<file path="config.mk">
export PLATFORM = sky130hd
export DESIGN_NAME = rot_dma_ctrl
export DESIGN_NICKNAME = d
export VERILOG_FILES = /design/src/rtl/rot_dma_ctrl.sv
export SDC_FILE = /design/constraint.sdc
export NUM_CORES = 1
export LEC_CHECK = 0
export CORE_MARGIN = 3
export CORE_UTILIZATION = 45
export CTS_BUF_LIST = sky130_fd_sc_hd__clkbuf_8
export DETAILED_ROUTE_END_ITERATION = 16
export PLACE_DENSITY = 0.71
export SLEW_MARGIN = 25
export SYNTH_ARGS = -nofsm -noshare
export SYNTH_HDL_FRONTEND = slang
export SYNTH_SLANG_ARGS = --single-unit
</file>
<file path="constraint.sdc">
create_clock -name I_CTL_HCLK -period 5 [get_ports I_CTL_HCLK]
set_clock_uncertainty 0.2 [all_clocks]
set_input_delay 0.5 -clock I_CTL_HCLK [delete_from_list [all_inputs] [get_ports I_CTL_HCLK]]
set_output_delay 0.5 -clock I_CTL_HCLK [all_outputs]
set_load 0.005 [all_outputs]
</file>
<file path="src/rtl/rot_dma_ctrl.sv">
// rot_dma_ctrl -- tile sequencer in front of the AHB dma engine.
// Moves one frame as a series of tiles: read burst into the input buffer,
// rotate-core pass, write burst out of the output buffer. It then advances
// the source/destination pointers and reports frame done, abort or error.
//
// Ports
//   I_CTL_HCLK, I_CTL_HRESET        clock, async active-high reset
//   I_CTL_START, I_CTL_ABORT        frame start pulse, abort request
//   I_CTL_SRC_ADDR, I_CTL_DST_ADDR  frame base byte addresses (word aligned)
//   I_CTL_TOTAL_WORDS               frame length in 32-bit words
//   I_CTL_DMA_DONE, I_CTL_CORE_DONE completion pulses from dma / rotate core
//   O_CTL_DMA_*                     dma command (start, addr, count, write, size)
//   O_CTL_CORE_START                rotate-core start pulse
//   O_CTL_BUSY, O_CTL_DONE          frame in progress, frame-end pulse
//   O_CTL_ABORTED, O_CTL_ERR        sticky end-status flags
//
// Build option: define ROT_DMA_CTRL_TIMEOUT_EN to add a watchdog on the
// three wait states (TIMEOUT_CYC cycles). Without it ERR stays 0.
//
// state    | meaning
// IDLE     | no frame; waiting for START
// RD_REQ   | issue read burst of the current tile
// RD_WAIT  | read burst in flight
// ROT_REQ  | issue rotate-core start
// ROT_WAIT | rotate core busy
// WR_REQ   | issue write burst of the current tile
// WR_WAIT  | write burst in flight
// NEXT     | advance pointers, size the next tile or finish
module rot_dma_ctrl #(
   parameter int BURST_LEN   = 16,
   parameter int LEN_W       = 16,
   parameter int TIMEOUT_CYC = 1024
) (
   input  logic             I_CTL_HCLK,
   input  logic             I_CTL_HRESET,
   input  logic             I_CTL_START,
   input  logic             I_CTL_ABORT,
   input  logic [31:0]      I_CTL_SRC_ADDR,
   input  logic [31:0]      I_CTL_DST_ADDR,
   input  logic [LEN_W-1:0] I_CTL_TOTAL_WORDS,
   input  logic             I_CTL_DMA_DONE,
   input  logic             I_CTL_CORE_DONE,
   output logic             O_CTL_DMA_START,
   output logic [31:0]      O_CTL_DMA_ADDR,
   output logic [4:0]       O_CTL_DMA_COUNT,
   output logic             O_CTL_DMA_WRITE,
   output logic [2:0]       O_CTL_DMA_SIZE,
   output logic             O_CTL_CORE_START,
   output logic             O_CTL_BUSY,
   output logic             O_CTL_DONE,
   output logic             O_CTL_ABORTED,
   output logic             O_CTL_ERR
);

   typedef enum logic [2:0] {
      S_IDLE, S_RD_REQ, S_RD_WAIT, S_ROT_REQ, S_ROT_WAIT, S_WR_REQ, S_WR_WAIT, S_NEXT
   } state_t;

   state_t           state, state_nxt;
   logic [31:0]      src_ptr, dst_ptr, beat_bytes;
   logic [LEN_W-1:0] remain, remain_adv;
   logic [4:0]       beats, beats_adv;
   logic             abort_q, done_q, aborted_q, err_q;
   logic             load_frame, advance, end_ok, end_abort, end_err;
   logic             abort_hit, in_wait, wd_tc, rd_phase, wr_phase;

   // beats is cleared on START, so the first pass through NEXT only sizes
   // the first tile; later passes retire the finished tile and size the next.
   assign beat_bytes = {25'd0, beats, 2'b00};
   assign remain_adv = remain - LEN_W'(beats);
   assign beats_adv  = (remain_adv > LEN_W'(BURST_LEN)) ? 5'(BURST_LEN) : remain_adv[4:0];
   assign in_wait    = (state == S_RD_WAIT) || (state == S_ROT_WAIT) || (state == S_WR_WAIT);
   assign abort_hit  = abort_q | I_CTL_ABORT;

`ifdef ROT_DMA_CTRL_TIMEOUT_EN
   localparam int WD_W = $clog2(TIMEOUT_CYC + 1);
   logic [WD_W-1:0] wd_cnt;
   logic            wait_entry;

   assign wait_entry = (state_nxt != state) &&
                       ((state_nxt == S_RD_WAIT) || (state_nxt == S_ROT_WAIT) ||
                        (state_nxt == S_WR_WAIT));

   // Loaded on entry so terminal count lands exactly TIMEOUT_CYC cycles later.
   always_ff @(posedge I_CTL_HCLK or posedge I_CTL_HRESET) begin
      if (I_CTL_HRESET) begin
         wd_cnt <= '0;
      end else if (wait_entry) begin
         wd_cnt <= WD_W'(TIMEOUT_CYC - 1);
      end else if (in_wait && (wd_cnt != '0)) begin
         wd_cnt <= wd_cnt - 1'b1;
      end
   end

   assign wd_tc = in_wait && (wd_cnt == '0);
`else
   // Watchdog compiled out: constant false for any legal TIMEOUT_CYC.
   assign wd_tc = (TIMEOUT_CYC < 0);
`endif

   always_comb begin
      state_nxt  = state;
      load_frame = 1'b0;
      advance    = 1'b0;
      end_ok     = 1'b0;
      end_abort  = 1'b0;
      end_err    = 1'b0;
      case (state)
         S_IDLE: begin
            if (I_CTL_START) begin
               load_frame = 1'b1;
               state_nxt  = S_NEXT;
            end
         end
         S_RD_REQ:  state_nxt = S_RD_WAIT;
         S_RD_WAIT: begin
            if (I_CTL_DMA_DONE) begin
               end_abort = abort_hit;
               state_nxt = abort_hit ? S_IDLE : S_ROT_REQ;
            end else if (wd_tc) begin
               end_err   = 1'b1;
               state_nxt = S_IDLE;
            end
         end
         S_ROT_REQ:  state_nxt = S_ROT_WAIT;
         S_ROT_WAIT: begin
            if (I_CTL_CORE_DONE) begin
               end_abort = abort_hit;
               state_nxt = abort_hit ? S_IDLE : S_WR_REQ;
            end else if (wd_tc) begin
               end_err   = 1'b1;
               state_nxt = S_IDLE;
            end
         end
         S_WR_REQ:  state_nxt = S_WR_WAIT;
         S_WR_WAIT: begin
            if (I_CTL_DMA_DONE) begin
               end_abort = abort_hit;
               state_nxt = abort_hit ? S_IDLE : S_NEXT;
            end else if (wd_tc) begin
               end_err   = 1'b1;
               state_nxt = S_IDLE;
            end
         end
         S_NEXT: begin
            advance = 1'b1;
            if (remain_adv == '0) begin
               end_ok    = 1'b1;
               state_nxt = S_IDLE;
            end else begin
               state_nxt = S_RD_REQ;
            end
         end
         default: state_nxt = S_IDLE;
      endcase
   end

   always_ff @(posedge I_CTL_HCLK or posedge I_CTL_HRESET) begin
      if (I_CTL_HRESET) begin
         state     <= S_IDLE;
         src_ptr   <= '0;
         dst_ptr   <= '0;
         remain    <= '0;
         beats     <= '0;
         abort_q   <= 1'b0;
         done_q    <= 1'b0;
         aborted_q <= 1'b0;
         err_q     <= 1'b0;
      end else begin
         state  <= state_nxt;
         done_q <= end_ok | end_abort | end_err;
         if (load_frame) begin
            src_ptr   <= I_CTL_SRC_ADDR;
            dst_ptr   <= I_CTL_DST_ADDR;
            remain    <= I_CTL_TOTAL_WORDS;
            beats     <= '0;
            abort_q   <= 1'b0;
            aborted_q <= 1'b0;
            err_q     <= 1'b0;
         end else begin
            if (advance) begin
               src_ptr <= src_ptr + beat_bytes;
               dst_ptr <= dst_ptr + beat_bytes;
               remain  <= remain_adv;
               beats   <= beats_adv;
            end
            if (state_nxt == S_IDLE) begin
               abort_q <= 1'b0;
            end else if (I_CTL_ABORT && (state != S_IDLE)) begin
               abort_q <= 1'b1;
            end
            if (end_abort) aborted_q <= 1'b1;
            if (end_err)   err_q     <= 1'b1;
         end
      end
   end

   assign rd_phase = (state == S_RD_REQ) || (state == S_RD_WAIT);
   assign wr_phase = (state == S_WR_REQ) || (state == S_WR_WAIT);

   assign O_CTL_DMA_START  = (state == S_RD_REQ) || (state == S_WR_REQ);
   assign O_CTL_DMA_ADDR   = wr_phase ? dst_ptr : (rd_phase ? src_ptr : 32'd0);
   assign O_CTL_DMA_COUNT  = (rd_phase || wr_phase) ? beats : 5'd0;
   assign O_CTL_DMA_WRITE  = wr_phase;
   assign O_CTL_DMA_SIZE   = 3'b010;
   assign O_CTL_CORE_START = (state == S_ROT_REQ);
   assign O_CTL_BUSY       = (state != S_IDLE);
   assign O_CTL_DONE       = done_q;
   assign O_CTL_ABORTED    = aborted_q;
   assign O_CTL_ERR        = err_q;

endmodule

</file>
==> results of run 1 <==
area by class of cell:
cell class                 count  area, um^2  share of cell area
timing repair buffer         137        1350               0.174
inverter                      22        83.8              0.0108
multi-input combinational    576        3660               0.472
tap                          176         220              0.0284
sequential                    91        2280               0.294
clock inverter                 3        15.0             0.00194
clock buffer                  11         151              0.0195
kinds of logic after synthesis:
kind of cell    Yosys count
flops                    91
other cells               2
fa+ha+maj                19
compound gates          207
buf+inv                  76
xor+xnor                  7
simple gates            304
mux                      35
worst register-to-register path, stage by stage (launching register included):
cell       delay (ns)
dfrtp_1          0.45
ha_1             0.24
inv_1            0.07
fa_1             0.39
nor2b_1          0.20
o2111ai_1        0.24
a21oi_1          0.81
and4_1           0.32
o21ai_0          0.08
a221o_1          0.32
cell usage after synthesis (all sizes together), types with 5 or more instances:
library cell	number	area [um^2]
a21o	7	52.6
a21oi	27	135
a221o	15	150
a22oi	15	113
a31oi	7	43.8
and2	6	37.5
and3	13	81.3
buf	13	66.3
clkbuf	41	155
dfrtp	91	2280
ha	16	200
inv	22	82.6
mux2i	35	350
nand2	101	379
nand2b	9	56.3
nand3	29	145
nand3b	5	37.5
nand4	7	43.8
nor2	67	251
nor2b	11	68.8
nor3	17	90.1
nor4	7	43.8
o211ai	19	143
o21ai	48	240
o221ai	7	61.3
o311ai	32	280
or2	7	43.8
or3	8	55.1
or4	10	78.8
xnor2	5	43.8
flip-flops by register name, summed over array words and instances, names as in the netlist:
name / flops
beats: 5
remain: 16
O_CTL_ABORTED: 1
O_CTL_DONE: 1
dst_ptr: 32
state: 3
src_ptr: 32
abort_q: 1
cells in the final DEF, fill, tap and decap left out, types with 9 or more instances in the layout:
cell,n
a221o_1,15
or4_1,9
nand2b_1,9
mux2i_1,35
dfrtp_1,90
buf_4,9
a21oi_1,27
nand3_1,28
a22oi_1,15
nor2_1,66
and3_1,13
clkbuf_8,11
nand2_1,101
o311ai_0,31
nor2b_1,11
o21ai_0,47
ha_1,16
o211ai_1,19
clkdlybuf4s50_1,128
inv_1,21
nor3_1,16
final timing paths:
path / start / endpoint / cells past startpoint
min in group asynchronous: I_CTL_HRESET / abort_q / 2
max in group asynchronous: I_CTL_HRESET / remain[12] / 3
setup / recovery: beats[0] / src_ptr[14] / 9
hold / removal: dst_ptr[1] / dst_ptr[1] / 2
hold reg to reg: dst_ptr[1] / dst_ptr[1] / 2
setup reg to reg: beats[0] / src_ptr[14] / 9
metal layers:
metal  global-route usage  share of wire
met1                0.345           0.43
met2                0.428           0.48
met3               0.0302          0.064
met4               0.0907          0.022
met5                    0              0
metrics by stage:
stage / hold slack [ns] / util / instances
floorplan: 0.245 / - / 743
global placement: 0.257 / 0.566 / 1002
detailed placement: 0.263 / 0.566 / 1002
CTS: 0.284 / 0.579 / 1016
global route: 0.307 / 0.579 / 1016
finish: 0.280 / 0.579 / 1016
power by group:
part,total [uW],switching (uW),internal [uW]
logic,2290,1180,1110
clock network,473,272,200
registers,1540,468,1070
total,4300,1920,2390
==> reports/metrics.csv, run 1 <==
stage,metric,value,unit
grt,pin count of the biggest net entering global routing,87,
floorplan,die height,124,um
pwr,Pwr Density,555,nW/um^2
floorplan,# rows,42,
worst_setup_path,Bufs and invs on worst path,1,
worst_setup_path,kind of critical path,reg -> reg,
clock_tree,postcts setup bufs,0,
drt,ANT nets after route,0,
logic_synthesis,"Avg Cell Area, Syn",8.39,um^2
min_path,min-delay worst type,reg -> reg,
drt,Vias,6242,
logic_synthesis,synthesized cell area,6220,um^2
layout,number of diodes,0,
layout,Layout area overhead,24.8,%
logic_synthesis,largest family of logic cells by synthesized area,simple AND/OR/NAND/NOR gates,
layout,share of cells above drive strength 1,0.0464,
drt,Via density,6.14,
grt,initial antenna violation count,0,
job,Max Cap Viol,0,
drt,final WL,19.1,mm
worst_setup_path,"slowest stage delay, CP",0.81,ns
timing,"Setup violations, final",0,
placed_design,I/O Buffers,128,
timing,RSZ-0062 raised after global routing,false,
placed_design,dpl hpwl,13.5,mm
floorplan,Die X,124,um
grt,All-Layer GR Usage,0.257,
clock_tree,H-tree levels,3,
placed_design,Placed Area,7590,um^2
drt,DRC,0,
worst_setup_path,critical path's top delay family,compound AO/OA/AOI/OAI gates,
logic_synthesis,Cell variety after synth,63,
logic_synthesis,Simple-Gate Fraction of Synth Area,0.239,
worst_setup_path,R2R setup slack,1.56,ns
outcome,outcome,"finished, final reports clean",
placed_design,GP Congestion,0.928,
logic_synthesis,"Async S/R FF share, synth",1.00,
floorplan,I/O pin cnt,133,
grt,"Remaining Overflow, GRT",0,
worst_setup_path,critical path endpoint category,flip-flop,
timing,worst rel slew slack,0.363,
logic_synthesis,"flops & latches, synth",91,
clock_tree,# hold bufs at CTS,0,
logic_synthesis,Compound-Gate Fraction of Synth Area,0.237,
worst_setup_path,Worst EP required,5.07,ns
clock_tree,CTS Buf Count,9,
floorplan,DIE AREA,15300,um^2
logic_synthesis,sequential area share after synthesis,0.366,
timing,Fin. Hold Viols,0,
placed_design,Post-Place Worst Slack,1.65,ns
worst_setup_path,Critical Path Fanout Max,11,
timing,period utilisation layout,0.688,
drt,drt pass-1 iters,5,
worst_setup_path,CP Cell Sequence,ha_1 > inv_1 > fa_1 > nor2b_1 > o2111ai_1 > a21oi_1 > and4_1 > o21ai_0 > a221o_1,
layout,layout net count,942,
timing,"Slew Viols, Final",0,
clock_tree,"Reg clk slew, reported paths",0.09,ns
worst_setup_path,Worst Setup Start Kind,flip-flop,
clock_tree,Clock Latency Late Sink,0.38,ns
logic_synthesis,Post-synth EDFFs,0,
logic_synthesis,Syn Inst Count,741,
floorplan,CORE AREA,13400,um^2
logic_synthesis,Main synth FF type,dfrtp_1,
timing,Final Critical Period,3.44,ns
clock_tree,post-CTS resize count,0,
pwr,Peak VDD IR,0.313,mV
logic_synthesis,mux contribution to synthesized area,0.0564,
worst_setup_path,Worst EP arrival,3.51,ns
logic_synthesis,synth warn,0,
timing,Achievable Freq,0.291,GHz
grt,first-pass GRT wire length,31.1,mm
drt,per-cell routed wire length,18.8,um
layout,cell area after layout,7760,um^2
drt,Starting DRT DRC Count,593,
timing,Worst-Margin Slew,0.956,ns
timing,fin worst setup slack,1.56,ns
clock_tree,CTS tree,done,
timing,Setup TNS Final,0,ns
clock_tree,Clock Tree Buf Depth,2,
clock_tree,CTS Root Cell,clkbuf_8,
logic_synthesis,post-synthesis adder-cell area fraction,0.0419,
clock_tree,CTS sink count,91,
grt,number of global-route vias before repair,6088,
layout,filler cell count,1206,
logic_synthesis,Synth Area in XOR/XNOR,0.00986,
worst_setup_path,Crit-path slowest cell,a21oi_1,
pwr,leakage,0.00309,uW
floorplan,Initial Util,0.464,
pwr,total chip power,4300,uW
No activity file was read; power rests on OpenSTA's default activity.
==> run 2: changes to the inputs <==
- PLACE_DENSITY: 0.71 -> 0.74
- clock period: 5 -> 2.8 ns (I/O delays scaled with it)
==> reports/metrics.csv, run 2 (synthesized netlist as in run 1, its figures left out) <==
stage,metric,value,unit,change
outcome,outcome,"finished, final reports clean",,
worst_setup_path,reg2reg end,beats[4],,
worst_setup_path,Critical Path Fanout Max,5,,-6
timing,Final Critical Period,2.69,ns,-0.748 ns
layout,Layout area overhead,31.9,%,
worst_setup_path,critical path endpoint category,flip-flop,,
grt,GR peak layer,met2,,
grt,initial antenna violation count,0,,unchanged
worst_setup_path,Worst Setup Start Kind,flip-flop,,
placed_design,Post-Place Worst Slack,-0.122,ns,-1.77 ns
drt,Via density,6.27,,+2.0%
drt,final WL,20.2,mm,+5.6%
drt,Vias,6572,,+5.3%
timing,period utilisation layout,0.962,,+0.274
drt,per-cell routed wire length,19.3,um,+2.3%
grt,pin count of the biggest net entering global routing,92,,+5.7%
clock_tree,Clock Latency Late Sink,0.38,ns,about the same
floorplan,I/O pin cnt,133,,unchanged
worst_setup_path,Worst Reg2Reg Path Length in Cells,8,,-1
clock_tree,H-tree levels,3,,unchanged
clock_tree,# hold bufs at CTS,0,,unchanged
drt,ANT nets after route,0,,unchanged
placed_design,dpl hpwl,14.2,mm,+5.5%
floorplan,Initial Util,0.464,,unchanged
worst_setup_path,Worst EP required,2.87,ns,-2.20 ns
floorplan,# rows,42,,unchanged
pwr,Peak VDD IR,0.574,mV,+83%
worst_setup_path,kind of critical path,reg -> reg,,
floorplan,CORE AREA,13400,um^2,unchanged
clock_tree,Clock Tree Buf Depth,2,,unchanged
grt,GR Util met3,0.0311,,+0.000915
pwr,Pwr Density,1010,nW/um^2,+81%
timing,"Setup violations, final",0,,unchanged
layout,"commonest non-fill, non-tap cell in the layout",clkdlybuf4s50_1,,
timing,"Slew Viols, Final",0,,unchanged
timing,Achievable Freq,0.371,GHz,+28%
timing,Worst-Margin Slew,0.587,ns,-0.368 ns
timing,fin worst setup slack,0.106,ns,-1.45 ns
grt,"Remaining Overflow, GRT",0,,unchanged
timing,worst rel slew slack,0.605,,+0.242
layout,most frequent cells in the layout,"128 x clkdlybuf4s50_1, 101 x nand2_1, 89 x dfrtp_1, 65 x nor2_1, 44 x o21ai_0",,
placed_design,placed cell count,1028,,+2.6%
timing,Fin. Hold Viols,0,,unchanged
worst_setup_path,R2R Path Start,beats[2],,
floorplan,DIE AREA,15300,um^2,unchanged
clock_tree,CTS tree,done,,
floorplan,die height,124,um,unchanged
layout,Non-Filler Instances,1049,,+3.2%
drt,DRC,0,,unchanged
placed_design,I/O Buffers,128,,unchanged
clock_tree,CTS Buf Count,9,,unchanged
drt,Starting DRT DRC Count,610,,+2.9%
grt,first-pass GRT wire length,31.9,mm,+2.8%
grt,GR met2 Demand/Resource,0.433,,+0.00510
worst_setup_path,R2R setup slack,0.11,ns,-1.45 ns
layout,layout net count,973,,+3.3%
pwr,leakage,0.00329,uW,+6.3%
placed_design,GP Congestion,0.899,,-3.1%
clock_tree,CTS Root Cell,clkbuf_8,,
worst_setup_path,Worst EP arrival,2.77,ns,-0.74 ns
layout,number of diodes,0,,unchanged
grt,number of global-route vias before repair,6346,,+4.2%
layout,share of cells above drive strength 1,0.105,,+0.0590
grt,All-Layer GR Usage,0.265,,+0.00791
grt,met1 Resource Use GR,0.355,,+0.00978
job,Max Cap Viol,0,,unchanged
min_path,min-delay worst type,in -> async,,
floorplan,Die X,124,um,unchanged
layout,Top Registers,"dst_ptr (32), src_ptr (32), remain (16)",,
clock_tree,"Reg clk slew, reported paths",0.09,ns,about the same
clock_tree,CTS sink count,91,,unchanged
drt,drt pass-1 iters,5,,unchanged
==> run 2: cell count changes in the layout (fill, tap and decap cells not counted), moves of 3 or more <==
cell / delta
buf_4: +26
o311ai_0: -9
buf_12: +5
o311ai_1: +5
o311ai_2: +4
o21ai_0: -3
==> run 2: worst max-delay path, stage by stage, from the launching register on <==
cell and delay (ns):
dfrtp_1 0.42, inv_1 0.11, ha_1 0.34, buf_4 0.17, o2111a_1 0.18, nor4b_4 0.31
mux2i_1 0.14, or4_4 0.58, and2_1 0.15
==> run 2: area by class of cell <==
cell class	count	area, um^2
well taps	176	220
repair buffers	168	1640
fillers	1162	5200
clock buffers	12	165
flip-flops and latches	91	2280
inverters	22	86.3
multi-input cells	576	3750
clock inverters	4	47.5
==> run 2: power by group <==
| group | switching, uW | internal (uW) |
|---|---|---|
| combinational | 2330 | 2230 |
| clock | 491 | 483 |
| sequential | 795 | 1910 |
| total | 3620 | 4630 |
==> run 2: repair_timing <==
action,CTS,global route
endpoints found under the setup margin,17,34
pin swaps,2,4
resized for setup,9,25
buffers inserted,0,5
==> run 2: worst max-delay path by stage <==
stage,cells past startpoint,slack [ns],endpoint,startpoint
detailed placement,10,-0.12,dst_ptr[30],beats[0]
global placement,9,-0.08,state[0],beats[0]
global route,8,-0.008,beats[4],beats[2]
finish,8,0.11,beats[4],beats[2]
floorplan,8,0.05,beats[4],beats[0]
CTS,10,0.002,dst_ptr[28],beats[0]
==> run 2: metrics by stage <==
step / power [uW] / cell area [um^2] / util / hold WS [ns] / setup TNS [ns]
after global placement: 6850 / 7850 / 0.586 / 0.257 / -0.204
after global routing: 8840 / 8200 / 0.612 / 0.223 / -0.00782
after detailed placement: 7060 / 7850 / 0.586 / 0.267 / -0.806
final: 8250 / 8200 / 0.612 / 0.144 / 0
after CTS: 8090 / 8090 / 0.604 / 0.213 / 0
after floorplan: 5190 / 6230 / - / 0.185 / 0
==> run 2: per-layer routing <==
layer / wire (um) / up-vias / share of wire
met5: 0 / - / 0
met2: 9890 / 317 / 0.49
met4: 468 / 0 / 0.023
met3: 1320 / 37 / 0.065
met1: 8540 / 3210 / 0.42
li1: - / 3008 / -
==> run 3: changes to the inputs <==
- ABC_AREA: not set -> 1
- PLACE_DENSITY: 0.74 -> 0.73
==> reports/metrics.csv, run 3 <==
stage,metric,value,unit,change
clock_tree,# hold bufs at CTS,0,,unchanged
pwr,Pwr Density,1000,nW/um^2,-0.20%
drt,Via density,5.47,,-13%
logic_synthesis,"Async S/R FF share, synth",1.00,,unchanged
layout,share of cells above drive strength 1,0.0990,,-0.00642
timing,period utilisation layout,0.968,,+0.00622
pwr,total chip power,8510,uW,+3.1%
placed_design,Post-Place Worst Slack,0.125,ns,+0.247 ns
grt,All-Layer GR Usage,0.249,,-0.0155
logic_synthesis,Syn Inst Count,938,,+27%
placed_design,dpl hpwl,15.2,mm,+6.8%
floorplan,Die X,128,um,+3.4%
logic_synthesis,synth top area cells,"dfrtp_1 34%, nand2_1 15%, inv_1 7.1%, nand3_1 4.7%, o221ai_1 3.4%",,
clock_tree,CTS sink count,91,,unchanged
timing,Worst-Margin Slew,0.565,ns,-0.0221 ns
floorplan,Initial Util,0.470,,+0.00583
pwr,leakage,0.00364,uW,+11%
floorplan,I/O pin cnt,133,,unchanged
timing,fin worst setup slack,0.0890,ns,-0.0174 ns
layout,"commonest non-fill, non-tap cell in the layout",nand2_1,,
logic_synthesis,Yosys top cell area share,0.341,,-0.0250
logic_synthesis,"count leader, synth",nand2_1,,
worst_setup_path,critical path endpoint category,output pin,,
layout,number of diodes,0,,unchanged
grt,GR met2 Demand/Resource,0.378,,-0.0552
layout,Layout area overhead,27.0,%,
worst_setup_path,R2R setup slack,0.16,ns,+0.05 ns
grt,number of global-route vias before repair,6344,,-0.032%
layout,"Core Util, Final",0.596,,-0.0155
clock_tree,CTS tree,done,,
logic_synthesis,"flops & latches, synth",91,,unchanged
pwr,Peak VDD IR,0.558,mV,-2.7%
layout,most frequent cells in the layout,"264 x nand2_1, 126 x clkdlybuf4s50_1, 125 x inv_1, 89 x dfrtp_1, 59 x nand3_1",,
logic_synthesis,Cell variety after synth,50,,-21%
placed_design,I/O Buffers,128,,unchanged
worst_setup_path,Critical Path Fanout Max,23,,+18
layout,layout net count,1161,,+19%
logic_synthesis,Main synth FF type,dfrtp_1,,
timing,Final Critical Period,2.71,ns,+0.0174 ns
timing,Setup TNS Final,0,ns,unchanged
placed_design,GP Congestion,0.936,,+4.1%
worst_setup_path,Worst EP arrival,2.23,ns,-0.54 ns
logic_synthesis,"area leader, netlist",dfrtp_1,,
logic_synthesis,synth warn,0,,unchanged
logic_synthesis,sequential area share after synthesis,0.341,,-0.0250
floorplan,DIE AREA,16300,um^2,+7.0%
grt,first-pass GRT wire length,32.6,mm,+2.1%
floorplan,CORE AREA,14200,um^2,+6.0%
timing,worst rel slew slack,0.623,,+0.0177
drt,DRC,0,,unchanged
timing,"Slew Viols, Final",0,,unchanged
logic_synthesis,"Avg Cell Area, Syn",7.11,um^2,-15%
drt,final WL,20.5,mm,+1.3%
outcome,outcome,"finished, final reports clean",,
drt,Starting DRT DRC Count,624,,+2.3%
clock_tree,H-tree levels,3,,unchanged
clock_tree,Clock Latency Late Sink,0.40,ns,+0.02 ns
min_path,min-delay worst type,in -> async,,
grt,initial antenna violation count,0,,unchanged
grt,GR peak layer,met2,,
timing,RSZ-0062 raised after global routing,true,,
floorplan,die height,128,um,+3.4%
clock_tree,CTS Root Cell,clkbuf_8,,
grt,GR Util met3,0.0383,,+0.00723
logic_synthesis,synthesized cell area,6670,um^2,+7.3%
clock_tree,CTS Buf Count,9,,unchanged
timing,Achievable Freq,0.369,GHz,-0.64%
placed_design,placed cell count,1223,,+19%
drt,drt pass-1 iters,7,,+2
grt,met1 Resource Use GR,0.365,,+0.0101
worst_setup_path,Worst EP required,2.32,ns,-0.55 ns
worst_setup_path,Worst Setup Start Kind,flip-flop,,
timing,Fin. Hold Viols,0,,unchanged
grt,pin count of the biggest net entering global routing,92,,unchanged
layout,Top Registers,"dst_ptr (32), src_ptr (32), remain (16)",,
timing,"Setup violations, final",0,,unchanged
clock_tree,Clock Tree Buf Depth,2,,unchanged
drt,ANT nets after route,0,,unchanged
drt,Vias,6786,,+3.3%
job,Max Cap Viol,0,,unchanged
layout,Non-Filler Instances,1241,,+18%
floorplan,# rows,43,,+2.4%
logic_synthesis,list of most frequent post-synthesis cells,"265 x nand2_1, 127 x inv_1, 91 x dfrtp_1",,
grt,"Remaining Overflow, GRT",0,,unchanged
drt,per-cell routed wire length,16.5,um,-14%
clock_tree,"Reg clk slew, reported paths",0.10,ns,about the same
logic_synthesis,Post-synth EDFFs,0,,unchanged
worst_setup_path,kind of critical path,reg -> out,,
run 3: cell count changes after synthesis, moves of 22 or more:
cell,delta
clkbuf_1,-27
inv_1,+105
mux2i_1,-35
nand2_1,+164
nand3_1,+33
o22ai_1,+24
o311ai_0,-30
xor2_1,+22
run 3: area by class of cell:
class	count	area, um^2
Timing Repair Buffer	140	1430
Tap cell	180	225
Clock buffer	9	124
Sequential cell	91	2280
Fill cell	1394	5730
Clock inverter	7	77.6
Inverter	143	546
Multi-Input combinational cell	671	3780
run 3: metal layers:
layer,routed length [um],vias to the layer above
li1,-,3332
met1,9510,3184
met2,9220,244
met3,1340,26
met4,422,0
met5,0,-
run 3: what timing repair did:
action / CTS / global route
gates resized for setup: 3 / 22
hold endpoints to repair: 0 / 0
endpoints found under the setup margin: 20 / 44
buffers inserted: 0 / 2
pin swaps: 0 / 1
run 3: through the flow:
stage                     hold WS (ns)  area, um^2
final                            0.161        8470
after detailed placement         0.272        8140
after global routing             0.212        8470
after global placement           0.274        8140
after CTS                        0.190        8350
after floorplan                  0.190        6680
run 3: worst paths after layout:
kind,startpoint,to,cells past startpoint
max,state[1],O_CTL_DMA_ADDR[4],8
min reg2reg,src_ptr[0],src_ptr[0],2
max in group asynchronous,I_CTL_HRESET,beats[1],3
max reg2reg,beats[0],abort_q,16
min in group I_CTL_HCLK,I_CTL_DST_ADDR[1],dst_ptr[1],3
min,I_CTL_HRESET,state[1],3
run 3: cells by family after synthesis:
kind of cell | after synthesis | share of synthesized area
buf+inv | 178 | 0.107
xor+xnor | 27 | 0.0354
compound gates | 150 | 0.153
simple gates | 471 | 0.323
other cells | 2 | 0.00113
flops | 91 | 0.341
fa+ha+maj | 19 | 0.0390
run 3: worst max-delay path, cell delays in order, from the launching register on:
cell and delay (ns):
dfrtp_1 0.43, nor2_1 0.27, nor2_4 0.09, nand2_1 0.10, buf_6 0.24, inv_4 0.08
nand2_1 0.08, o21ai_0 0.08, clkdlybuf4s50_1 0.46
run 3: report_power, final:
group | leakage (uW) | switching (uW) | internal [uW]
logic | 0.00242 | 3000 | 2060
clock network | 0.0000881 | 540 | 417
registers | 0.00113 | 569 | 1920
total | 0.00364 | 4110 | 4400
